File: config.mk
export PLATFORM = sky130hd
export DESIGN_NAME = control_sequencer
export DESIGN_NICKNAME = d
export VERILOG_FILES = /design/src/rtl/control_sequencer_pkg.sv /design/src/rtl/control_sequencer_counters.sv /design/src/rtl/control_sequencer.sv
export SDC_FILE = /design/constraint.sdc
export NUM_CORES = 1
export LEC_CHECK = 0
export CORE_ASPECT_RATIO = 1.25
export CORE_MARGIN = 5
export CORE_UTILIZATION = 35
export DETAILED_ROUTE_END_ITERATION = 8
export SLEW_MARGIN = 10
export SYNTH_ARGS = -nofsm -noshare
export SYNTH_HDL_FRONTEND = slang
export SYNTH_HIERARCHICAL = 1
export SYNTH_SLANG_ARGS = --single-unit
File: constraint.sdc
create_clock -name clk -period 3.1 [get_ports clk]
set_clock_uncertainty 0.05 [all_clocks]
set_input_delay 0.62 -clock clk [delete_from_list [all_inputs] [get_ports clk]]
set_output_delay 0.62 -clock clk [all_outputs]
set_load 0.05 [all_outputs]
File: src/rtl/control_sequencer_pkg.sv
// Shared control-line encodings, opcode constants and halt causes for the
// multicycle control sequencer.
package control_sequencer_pkg;

    localparam int unsigned OPCODE_WIDTH = 7;
    localparam int unsigned FUNCT3_WIDTH = 3;

    // Major opcodes, bits [6:2] of the instruction opcode field
    localparam logic [4:0] OPC_LOAD     = 5'b00000;
    localparam logic [4:0] OPC_MISC_MEM = 5'b00011;
    localparam logic [4:0] OPC_OP_IMM   = 5'b00100;
    localparam logic [4:0] OPC_AUIPC    = 5'b00101;
    localparam logic [4:0] OPC_STORE    = 5'b01000;
    localparam logic [4:0] OPC_OP       = 5'b01100;
    localparam logic [4:0] OPC_LUI      = 5'b01101;
    localparam logic [4:0] OPC_BRANCH   = 5'b11000;
    localparam logic [4:0] OPC_JALR     = 5'b11001;
    localparam logic [4:0] OPC_JAL      = 5'b11011;
    localparam logic [4:0] OPC_SYSTEM   = 5'b11100;

    localparam logic [2:0] FUNCT3_WORD = 3'b010;

    typedef enum logic [1:0] {
        MEM_NOP           = 2'd0,
        MEM_LOAD          = 2'd1,
        MEM_STORE_PRELOAD = 2'd2,
        MEM_STORE         = 2'd3
    } MemoryMode_t;

    typedef enum logic [4:0] {
        RD_ALU         = 5'b00001,
        RD_IMMEDIATE   = 5'b00010,
        RD_PC_PLUS_IMM = 5'b00100,
        RD_NEXT_PC     = 5'b01000,
        RD_MEMORY      = 5'b10000
    } RDSourceSelectLines_t;

    typedef enum logic {
        ADDR_CURRENT_PC = 1'b0,
        ADDR_NEXT_PC    = 1'b1
    } InstructionAddressSource_t;

    typedef enum logic [1:0] {
        ALU_ADD    = 2'd0,
        ALU_OP_IMM = 2'd1,
        ALU_OP     = 2'd2
    } AluMode_t;

    typedef enum logic [2:0] {
        IMM_I = 3'd0,
        IMM_S = 3'd1,
        IMM_B = 3'd2,
        IMM_U = 3'd3,
        IMM_J = 3'd4
    } ImmediateFormerMode_t;

    typedef enum logic [2:0] {
        BR_EQ   = 3'b000,
        BR_NE   = 3'b001,
        BR_NONE = 3'b010,
        BR_JUMP = 3'b011,
        BR_LT   = 3'b100,
        BR_GE   = 3'b101,
        BR_LTU  = 3'b110,
        BR_GEU  = 3'b111
    } BranchALUMode_t;

    typedef enum logic [2:0] {
        HALT_NONE          = 3'd0,
        HALT_ECALL         = 3'd1,
        HALT_PC_MISALIGNED = 3'd2,
        HALT_MEM_UNALIGNED = 3'd3,
        HALT_TIMEOUT       = 3'd4,
        HALT_BAD_OPCODE    = 3'd5
    } HaltCause_t;

    // Conditional-branch comparison; reserved funct3 values compare nothing
    function automatic BranchALUMode_t branch_mode(input logic [2:0] funct3);
        case (funct3)
            3'b000:  return BR_EQ;
            3'b001:  return BR_NE;
            3'b100:  return BR_LT;
            3'b101:  return BR_GE;
            3'b110:  return BR_LTU;
            3'b111:  return BR_GEU;
            default: return BR_NONE;
        endcase
    endfunction

endpackage

File: src/rtl/control_sequencer_counters.sv
// Debug cycle/retired counters plus the memory wait-state watchdog counter.
module control_sequencer_counters
    import control_sequencer_pkg::*;
#(
    parameter int unsigned COUNTER_WIDTH = 32,
    parameter int unsigned WAIT_TIMEOUT  = 16
) (
    input  logic                     clk,
    input  logic                     rst_n,
    input  logic                     cycle_en,
    input  logic                     instret_en,
    input  logic                     wait_clear,
    input  logic                     wait_en,
    output logic [COUNTER_WIDTH-1:0] cycle_count,
    output logic [COUNTER_WIDTH-1:0] instret_count,
    output logic                     timeout_c
);

    // The watchdog fires on the wait cycle that would make the count reach WAIT_TIMEOUT
    localparam int unsigned WAIT_WIDTH = (WAIT_TIMEOUT < 2) ? 1 : $clog2(WAIT_TIMEOUT);
    localparam logic [WAIT_WIDTH-1:0] WAIT_LAST =
        WAIT_WIDTH'((WAIT_TIMEOUT == 0) ? 0 : WAIT_TIMEOUT - 1);

    logic [WAIT_WIDTH-1:0] wait_count;

    always_ff @(posedge clk or negedge rst_n) begin
        if (!rst_n) begin
            cycle_count   <= '0;
            instret_count <= '0;
            wait_count    <= '0;
        end else begin
            if (cycle_en)   cycle_count   <= cycle_count + COUNTER_WIDTH'(1);
            if (instret_en) instret_count <= instret_count + COUNTER_WIDTH'(1);
            if (wait_clear)   wait_count <= '0;
            else if (wait_en) wait_count <= wait_count + WAIT_WIDTH'(1);
        end
    end

    assign timeout_c = (WAIT_TIMEOUT != 0) && wait_en && (wait_count == WAIT_LAST);

endmodule

File: src/rtl/control_sequencer.sv
// Multicycle control sequencer: decodes opcode/funct3 into datapath controls,
// stalls memory ops on memReady, and halts on errors, ecall or illegal opcodes.
module control_sequencer
    import control_sequencer_pkg::*;
#(
    parameter int unsigned COUNTER_WIDTH   = 32,
    parameter int unsigned WAIT_TIMEOUT    = 16,
    parameter int unsigned SW_SINGLE_CYCLE = 1
) (
    input  logic                        clk,
    input  logic                        rst_n,
    input  logic [OPCODE_WIDTH-1:0]     opcode,
    input  logic [FUNCT3_WIDTH-1:0]     funct3,
    input  logic                        memReady,
    input  logic                        programCounterMisaligned,
    input  logic                        memoryUnalignedAccess,
    output logic                        rdWriteEnable,
    output MemoryMode_t                 memoryMode,
    output RDSourceSelectLines_t        rdSourceSelectLines,
    output logic                        programCounterWriteEnable,
    output InstructionAddressSource_t   instructionAddressSource,
    output AluMode_t                    aluMode,
    output ImmediateFormerMode_t        immediateFormerMode,
    output BranchALUMode_t              branchALUMode,
    output logic                        halted,
    output HaltCause_t                  haltCause,
    output logic [COUNTER_WIDTH-1:0]    cycleCount,
    output logic [COUNTER_WIDTH-1:0]    instretCount
);

    typedef enum logic [1:0] {
        INITIAL_FETCH = 2'd0,
        FETCH_EXECUTE = 2'd1,
        MEM_ACCESS    = 2'd2,
        HALT          = 2'd3
    } State_t;

    State_t     state, next_state;
    logic       mem_done;
    logic       advance, hit_ecall, hit_bad_opcode;
    logic       error_c, store_single_c, is_store_c, wait_en_c, wait_timeout_c;
    HaltCause_t halt_cause_c;
    logic       unused_opcode_bits;

    assign unused_opcode_bits = ^opcode[1:0];
    assign error_c        = programCounterMisaligned || memoryUnalignedAccess;
    assign is_store_c     = (opcode[6:2] == OPC_STORE);
    assign store_single_c = (SW_SINGLE_CYCLE != 0) && (funct3 == FUNCT3_WORD);
    assign wait_en_c      = (state == MEM_ACCESS) && !memReady;
    assign halted         = (state == HALT);

    // mem_done marks the FETCH_EXECUTE cycle that completes a held memory instruction
    always_ff @(posedge clk or negedge rst_n) begin
        if (!rst_n) begin
            state     <= INITIAL_FETCH;
            mem_done  <= 1'b0;
            haltCause <= HALT_NONE;
        end else begin
            state    <= next_state;
            mem_done <= (state == MEM_ACCESS) && (next_state == FETCH_EXECUTE);
            if (state != HALT && next_state == HALT) haltCause <= halt_cause_c;
        end
    end

    always_comb begin
        next_state          = state;
        advance             = 1'b0;
        hit_ecall           = 1'b0;
        hit_bad_opcode      = 1'b0;
        rdWriteEnable       = 1'b0;
        memoryMode          = MEM_NOP;
        rdSourceSelectLines = RD_ALU;
        aluMode             = ALU_ADD;
        immediateFormerMode = IMM_I;
        branchALUMode       = BR_NONE;

        case (state)
            INITIAL_FETCH: next_state = FETCH_EXECUTE;
            FETCH_EXECUTE: begin
                case (opcode[6:2])
                    OPC_LUI: begin
                        rdWriteEnable = 1'b1; rdSourceSelectLines = RD_IMMEDIATE;
                        immediateFormerMode = IMM_U; advance = 1'b1;
                    end
                    OPC_AUIPC: begin
                        rdWriteEnable = 1'b1; rdSourceSelectLines = RD_PC_PLUS_IMM;
                        immediateFormerMode = IMM_U; advance = 1'b1;
                    end
                    OPC_JAL: begin
                        rdWriteEnable = 1'b1; rdSourceSelectLines = RD_NEXT_PC;
                        immediateFormerMode = IMM_J; branchALUMode = BR_JUMP; advance = 1'b1;
                    end
                    OPC_JALR: begin
                        rdWriteEnable = 1'b1; rdSourceSelectLines = RD_NEXT_PC;
                        branchALUMode = BR_JUMP; advance = 1'b1;
                    end
                    OPC_BRANCH: begin
                        immediateFormerMode = IMM_B; branchALUMode = branch_mode(funct3);
                        advance = 1'b1;
                    end
                    OPC_OP_IMM: begin
                        rdWriteEnable = 1'b1; aluMode = ALU_OP_IMM; advance = 1'b1;
                    end
                    OPC_OP: begin
                        rdWriteEnable = 1'b1; aluMode = ALU_OP; advance = 1'b1;
                    end
                    OPC_MISC_MEM: advance = 1'b1;
                    OPC_LOAD: begin
                        if (mem_done) begin
                            rdWriteEnable = 1'b1; rdSourceSelectLines = RD_MEMORY;
                            memoryMode = MEM_LOAD; advance = 1'b1;
                        end else begin
                            next_state = MEM_ACCESS;
                        end
                    end
                    OPC_STORE: begin
                        immediateFormerMode = IMM_S;
                        if (mem_done || store_single_c) begin
                            memoryMode = MEM_STORE; advance = 1'b1;
                        end else begin
                            next_state = MEM_ACCESS;
                        end
                    end
                    OPC_SYSTEM: begin
                        hit_ecall = 1'b1; next_state = HALT;
                    end
                    default: begin
                        hit_bad_opcode = 1'b1; next_state = HALT;
                    end
                endcase
            end
            MEM_ACCESS: begin
                immediateFormerMode = is_store_c ? IMM_S : IMM_I;
                memoryMode = is_store_c ? MEM_STORE_PRELOAD : MEM_LOAD;
                if (memReady)            next_state = FETCH_EXECUTE;
                else if (wait_timeout_c) next_state = HALT;
            end
            HALT: next_state = HALT;
            default: next_state = HALT;
        endcase

        // Error flags pre-empt everything, including any write this cycle
        if (state != HALT && error_c) begin
            next_state    = HALT;
            advance       = 1'b0;
            rdWriteEnable = 1'b0;
            memoryMode    = MEM_NOP;
        end
    end

    assign programCounterWriteEnable = advance;
    assign instructionAddressSource  = advance ? ADDR_NEXT_PC : ADDR_CURRENT_PC;

    always_comb begin
        halt_cause_c = HALT_NONE;
        if (programCounterMisaligned)   halt_cause_c = HALT_PC_MISALIGNED;
        else if (memoryUnalignedAccess) halt_cause_c = HALT_MEM_UNALIGNED;
        else if (wait_timeout_c)        halt_cause_c = HALT_TIMEOUT;
        else if (hit_bad_opcode)        halt_cause_c = HALT_BAD_OPCODE;
        else if (hit_ecall)             halt_cause_c = HALT_ECALL;
    end

    control_sequencer_counters #(
        .COUNTER_WIDTH (COUNTER_WIDTH),
        .WAIT_TIMEOUT  (WAIT_TIMEOUT)
    ) u_counters (
        .clk           (clk),
        .rst_n         (rst_n),
        .cycle_en      (state != HALT),
        .instret_en    (programCounterWriteEnable),
        .wait_clear    (state != MEM_ACCESS),
        .wait_en       (wait_en_c),
        .cycle_count   (cycleCount),
        .instret_count (instretCount),
        .timeout_c     (wait_timeout_c)
    );

endmodule

-- After elaboration in Yosys (flattened, before gate mapping)
Index checks and enable logic that the tools add are counted.
- equality and inequality tests: 24
- mux-type cells: 44
- add/sub/neg operators: 3
- reductions and logical operators: 17
- operators with widths (operator ; number):
    32-bit by 1-bit adder with 32-bit output, second input constant ; 2
    5-bit == test, second input constant ; 4
    5-bit case mux with 4 select lines ; 1
    2-bit 2-to-1 mux ; 9
    3-bit case mux with 6 select lines ; 1
    5-bit by 4-bit == test with 1-bit output, second input constant ; 3
    3-bit 2-to-1 mux ; 5
    1-bit 2-to-1 mux ; 14
    3-bit == test, second input constant ; 4
    2-bit case mux with 2 select lines ; 3
    3-bit case mux with 2 select lines ; 2
    3-bit case mux with 4 select lines ; 1
    11-bit OR reduction ; 1
    5-bit by 3-bit == test with 1-bit output, second input constant ; 2
    5-bit 2-to-1 mux ; 2
    4-bit 2-to-1 mux ; 2
    2-bit case mux with 4 select lines ; 1
    8-bit OR reduction ; 1
    2-bit == test, second input constant ; 3
    2-bit case mux with 3 select lines ; 1
    6-bit OR reduction ; 1
    5-bit by 2-bit == test with 1-bit output, second input constant ; 1
    1-bit logical AND ; 5
    5-bit zero test ; 1
    other kinds (14) ; 18
- register bits: 74
- input bits: 15
- output and inout bits: 86
- logic and storage cells: 94

-- Longest topological paths before layout
- depth in word-level cells: 9
- mapped depth: 10
- gate-level depth less buffers: 9

-- By module
The synthesis kept the hierarchy.
- by module, submodules not included (module ; area an instance (µm²) ; seq. area each (µm²) ; instances ; cells an instance):
    control_sequencer_counters ; 3145.5 ; 1701.6 ; 1 ; 264
    control_sequencer ; 807.0 ; 150.1 ; 1 ; 112

-- Worst setup path before layout
Ideal clock, no wire load.
- path kind: register -> register
- start: register state[0]
- end: register u_counters.instret_count[31]
- data required time: 2.968 ns
- cell stages (with the launch flop): 10
- library setup time: 0.082 ns
- data arrival time: 4.238 ns
- setup slack: -1.269 ns
- cells stage by stage: dfrtp_1 -> ha_1 -> inv_1 -> o21ai_0 -> nand2_1 -> nor3b_1 -> nand4_2 -> nor4_4 -> nor4b_2 -> xor2_1
- word-level cells in the longest chain between the ends: 3
- ends and longest elaborated chain (what ; RTL line ; source):
    start: declaration ; control_sequencer.sv:38 ; State_t state, next_state;
    start signal: assignment ; control_sequencer.sv:59 ; state <= next_state;
    2-bit by 1-bit == test with 1-bit output / 2-bit inequality test (equally long branches) ; control_sequencer.sv:77, control_sequencer.sv:143 ;
    1-bit 2-to-1 mux / 1-bit logical AND (equally long branches) ; control_sequencer.sv:77, control_sequencer.sv:143 ;
    1-bit 2-to-1 mux * ; control_sequencer.sv:143 ; if (state != HALT && error_c) begin
    end signal: assignment ; control_sequencer_counters.sv:33 ; if (instret_en) instret_count <= instret_count + COUNTER_WIDTH'(1);
    end: declaration ; control_sequencer_counters.sv:15 ; output logic [COUNTER_WIDTH-1:0] instret_count,
Mark *: on every way between the ends. The rest lies on a longest branch, timed or not.
A chain may end at the register's enable or synchronous reset.

-- Worst setup path in the final report
- start: input opcode[2]
- end: output programCounterWriteEnable
- word-level cells in the longest chain between the ends: 5
- ends and longest elaborated chain (what ; RTL line ; source):
    start: declaration ; control_sequencer.sv:12 ; input logic [OPCODE_WIDTH-1:0] opcode,
    5-bit == test, or another cell as far along ; control_sequencer.sv:80 ; case (opcode[6:2])
    8-bit OR reduction (no source line) ; -- ;
    1-bit case mux with 3 select lines * ; control_sequencer.sv:80 ;
    1-bit 2-to-1 mux * ; control_sequencer.sv:77 ; case (state)
    1-bit 2-to-1 mux * ; control_sequencer.sv:143 ;
    end: declaration ; control_sequencer.sv:20 ; output logic programCounterWriteEnable,
Marks and branches as above.

==> results_tabular.tex <==
\begin{tabular}{lr}
\hline
Metric & Value \\
\hline
\multicolumn{2}{l}{\textbf{Synthesis}} \\
Fraction of registers with async set/reset & 1.00 \\
Post-Syn Instances & 376 \\
Synthesis Warnings & 6 \\
Number of distinct library cell variants in the gate-level netlist after synthesis & between 50 and 60 \\
Syn nets & 398 \\
Post-synth EDFFs & 0 \\
Syn Area/Cell & between 10 and 15 µm² \\
Portion of the post-synthesis area used by sequential elements & 0.469 \\
Post-synth design cell area & between 3000 and 4000 µm² \\
Most frequently used flop master after synthesis & sky130\_fd\_sc\_hd\_\_dfrtp\_1 \\
Number of register bits inferred by synthesis & 74 \\
\multicolumn{2}{l}{\textbf{Power and ir drop}} \\
Clock group share of total power & 0.473 \\
Combinational share of power & 0.043 \\
Sequential share of power & 0.484 \\
Net switching component of the power & 0.433 mW \\
Design internal power & 1.56 mW \\
Overall power after layout & roughly 2.0 mW \\
Standby leakage power & 2.65 nW \\
Switching portion of total power & 0.217 \\
Worst IR Drop VDD & $\sim$0.18 mV \\
Power per cell area & around 340 nW/µm² \\
\multicolumn{2}{l}{\textbf{Global routing}} \\
Wire length of the first global-routing pass & between 15 and 20 mm \\
Vias in the first global route & 3314 \\
Initial antenna violation count & 0 \\
Maximum number of pins on one net before global-route repair & 75 \\
Total track usage & 0.145 \\
Sum of overflow across all layers after global routing & 0 \\
\multicolumn{2}{l}{\textbf{Finish}} \\
Net count, final & roughly 530 \\
Final non-filler cell area & between 5000 and 6000 µm² \\
Non-Filler Instances & between 600 and 700 \\
Area growth syn-to-layout & 47.1\% \\
Number of diodes added for antenna fixing & 0 \\
Final core occ & 0.525 \\
Share of final-layout standard cells stronger than drive strength 1 & 0.199 \\
\multicolumn{2}{l}{\textbf{CTS}} \\
Buffer type at the clock tree root & sky130\_fd\_sc\_hd\_\_clkbuf\_16 \\
Clock tree from TritonCTS & built \\
Clock latency of the later-clocked register in the worst-skew pair & 0.33 ns \\
Total CTS buffers & 9 \\
Clock transition at path regs & around 0.06 ns \\
CTS sink count & 74 \\
H-Tree Depth & 3 \\
Deepest clock path buffer count & 2 \\
\multicolumn{2}{l}{\textbf{Job}} \\
Number of max-cap violations & 0 \\
\multicolumn{2}{l}{\textbf{Run status}} \\
Result of the run & complete, no violations \\
\multicolumn{2}{l}{\textbf{Setup path}} \\
Data required time at the worst endpoint & 2.43 ns \\
Data arrival time of the worst path & approximately 2.3 ns \\
Maximum fanout count along the critical path & 5 \\
Class of the most critical setup path & in -> out \\
Category of the worst setup path launch point & input pin \\
Crit end category & output port \\
\multicolumn{2}{l}{\textbf{Timing}} \\
Unrepaired setup endpoints after global routing & false \\
Total Negative Setup Slacks & 0 ns \\
Final Hold Vio Count & 0 \\
Tmin final & about 3.0 ns \\
Final Hold Slack & between 0.3 and 0.4 ns \\
Maximum clock rate & roughly 0.33 GHz \\
Post-route fraction of the period consumed by the critical path & 0.965 \\
Max-slew violation count & 0 \\
Max-slew headroom at the worst pin & 0.377 \\
Worst-Margin Slew & $\sim$0.93 ns \\
Setup-failing EPs final & 0 \\
Final critical-path setup slack & around 0.11 ns \\
\multicolumn{2}{l}{\textbf{Floorplan}} \\
Row count & between 40 and 50 \\
Boundary pin count & $\sim$100 \\
Die span in x & around 110 µm \\
Die Area & roughly 14000 µm² \\
Area inside the core boundary & $\sim$11000 µm² \\
Die extent in y & 129 µm \\
Initial cell density of the core & 0.357 \\
\multicolumn{2}{l}{\textbf{Routing}} \\
Residual DRC count & 0 \\
Detail-routed net length per standard cell & 14.8 µm \\
Iteration-0 DRC Markers & 133 \\
Total iterations of the first detailed-routing run & 4 \\
Routed vias & around 3300 \\
Count of nets left with antenna violations after detail routing & 0 \\
Post-detailed-routing wire length & about 9.6 mm \\
Post-DR vias/cell & between 5 and 6 \\
\multicolumn{2}{l}{\textbf{Place}} \\
Global placement routability congestion & around 0.84 \\
Detailed-placement wirelength estimate & $\sim$7.2 mm \\
Worst setup slack after placement & -0.0387 ns \\
Port Buffers & 98 \\
\# placed instances & 630 \\
Instance area at placement & 5500 µm² \\
\multicolumn{2}{l}{\textbf{Hold path}} \\
Path category of the worst min-delay check & in -> async \\
\hline
\end{tabular}
==> cells in the final DEF (no fill, tap or decap), types with 6 or more instances in the layout <==
cell type                         count
sky130_fd_sc_hd__ha_1                 6
sky130_fd_sc_hd__inv_1               18
sky130_fd_sc_hd__nor3_1               7
sky130_fd_sc_hd__buf_4               38
sky130_fd_sc_hd__nand3_1             22
sky130_fd_sc_hd__and3_1              14
sky130_fd_sc_hd__clkdlybuf4s50_1     78
sky130_fd_sc_hd__nand4_1             18
sky130_fd_sc_hd__a21oi_1              6
sky130_fd_sc_hd__dfrtp_1             74
sky130_fd_sc_hd__buf_12              15
sky130_fd_sc_hd__xor2_1              24
sky130_fd_sc_hd__nand2_1             28
sky130_fd_sc_hd__nor2_1              25
sky130_fd_sc_hd__o21ai_0              8
sky130_fd_sc_hd__nor4_4               7
sky130_fd_sc_hd__clkbuf_16           10
sky130_fd_sc_hd__and4_1               9
sky130_fd_sc_hd__xnor2_1             41
==> Yosys cell counts, types with 2 or more instances <==
cell type / count / area (µm²)
sky130_fd_sc_hd__o31ai_1: 4 / 30.0
sky130_fd_sc_hd__nand4b_1: 2 / 17.5
sky130_fd_sc_hd__nor2_1: 25 / 93.8
sky130_fd_sc_hd__xor2_1: 24 / 210
sky130_fd_sc_hd__nor2b_1: 2 / 12.5
sky130_fd_sc_hd__nand4_1: 18 / 113
sky130_fd_sc_hd__or3_1: 3 / 18.8
sky130_fd_sc_hd__nor4_4: 4 / 85.1
sky130_fd_sc_hd__ha_1: 7 / 87.6
sky130_fd_sc_hd__nor3_1: 9 / 45.0
sky130_fd_sc_hd__nor4_2: 4 / 50.1
sky130_fd_sc_hd__and3_1: 15 / 93.8
sky130_fd_sc_hd__dfrtp_1: 74 / 1850
sky130_fd_sc_hd__a31oi_1: 2 / 12.5
sky130_fd_sc_hd__nand2_1: 28 / 105
sky130_fd_sc_hd__buf_2: 5 / 25.0
sky130_fd_sc_hd__nand3b_1: 2 / 15.0
sky130_fd_sc_hd__a21oi_1: 6 / 30.0
sky130_fd_sc_hd__inv_1: 18 / 67.6
sky130_fd_sc_hd__o21ai_0: 8 / 40.0
sky130_fd_sc_hd__nand4_2: 2 / 25.0
sky130_fd_sc_hd__buf_6: 4 / 45.0
sky130_fd_sc_hd__and2_1: 2 / 12.5
sky130_fd_sc_hd__buf_4: 3 / 22.5
sky130_fd_sc_hd__xnor2_1: 41 / 359
sky130_fd_sc_hd__and4_1: 9 / 78.8
sky130_fd_sc_hd__o21ai_1: 3 / 15.0
sky130_fd_sc_hd__mux2_2: 2 / 22.5
sky130_fd_sc_hd__nand3_1: 23 / 115
sky130_fd_sc_hd__nor4_1: 4 / 25.0
==> power by group through the flow <==
stage | logic, mW | clock network [mW] | registers [mW]
after floorplan | 0.0289 | 0 | 0.984
after global placement | 0.0832 | 0 | 0.984
after detailed placement | 0.0840 | 0 | 0.984
after CTS | 0.0845 | 0.974 | 0.966
after global routing | 0.0956 | 1.02 | 0.965
final | 0.0856 | 0.943 | 0.966
==> layout make-up <==
| class | count | area (µm²) |
|---|---|---|
| Timing Repair Buffer | 134 | 1420 |
| Clock inverter | 5 | 30.0 |
| Tap cell | 135 | 169 |
| Inverter | 18 | 67.6 |
| Sequential cell | 74 | 1850 |
| Fill cell | 1006 | 5270 |
| Clock buffer | 11 | 243 |
| Multi-Input combinational cell | 270 | 2040 |
==> cells by family after synthesis <==
kind of cell	count (synthesis)	synth area share
and+or+nand+nor	160	0.249
DFF	74	0.469
xor gates and xnor gates	65	0.144
AOI/OAI and AO/OA	35	0.0649
buffers and inverters	32	0.0434
adders and majority gates	7	0.0222
muxes	3	0.00823
==> worst paths after layout <==
check	slack (ns)	startpoint	end	cells after the start
worst min register to register	0.42	u_counters/cycle_count[31]	u_counters/cycle_count[31]	1
worst max-delay path	0.11	opcode[2]	programCounterWriteEnable	7
max in group asynchronous	2.01	rst_n	u_counters/instret_count[26]	1
worst min-delay path	0.37	rst_n	u_counters/cycle_count[1]	1
min in group clk	0.42	u_counters/cycle_count[31]	u_counters/cycle_count[31]	1
worst max register to register	0.53	state[0]	u_counters/instret_count[22]	10
==> routing by layer <==
metal / wire (µm) / GRT usage
met1: 3950 / 0.176
met2: 4770 / 0.246
met3: 666 / 0.0432
met4: 177 / 0.0497
met5: 0 / 0
==> repair_timing <==
action / 4_1_cts / 5_1_grt
pin swaps: 0 / 3
gates cloned: 0 / 0
hold buffers: 0 / 0
endpoints found under the setup margin: 2 / 7
gates resized for setup: 1 / 7
setup buffers: 0 / 1
==> flip-flops by register name, indices dropped and copies added, names as in the netlist <==
name,cells
u_counters/instret_count,32
haltCause,3
u_counters/wait_count,4
mem_done,1
u_counters/cycle_count,32
state,2
==> critical path: stages <==
cell                              delay (ns)
sky130_fd_sc_hd__clkdlybuf4s50_1        0.41
sky130_fd_sc_hd__or3b_1                 0.40
sky130_fd_sc_hd__a211oi_2               0.22
sky130_fd_sc_hd__a211o_2                0.15
sky130_fd_sc_hd__nor3b_4                0.21
sky130_fd_sc_hd__buf_6                  0.17
sky130_fd_sc_hd__buf_12                 0.14
Note: power is estimated with default switching activity, not from simulation.
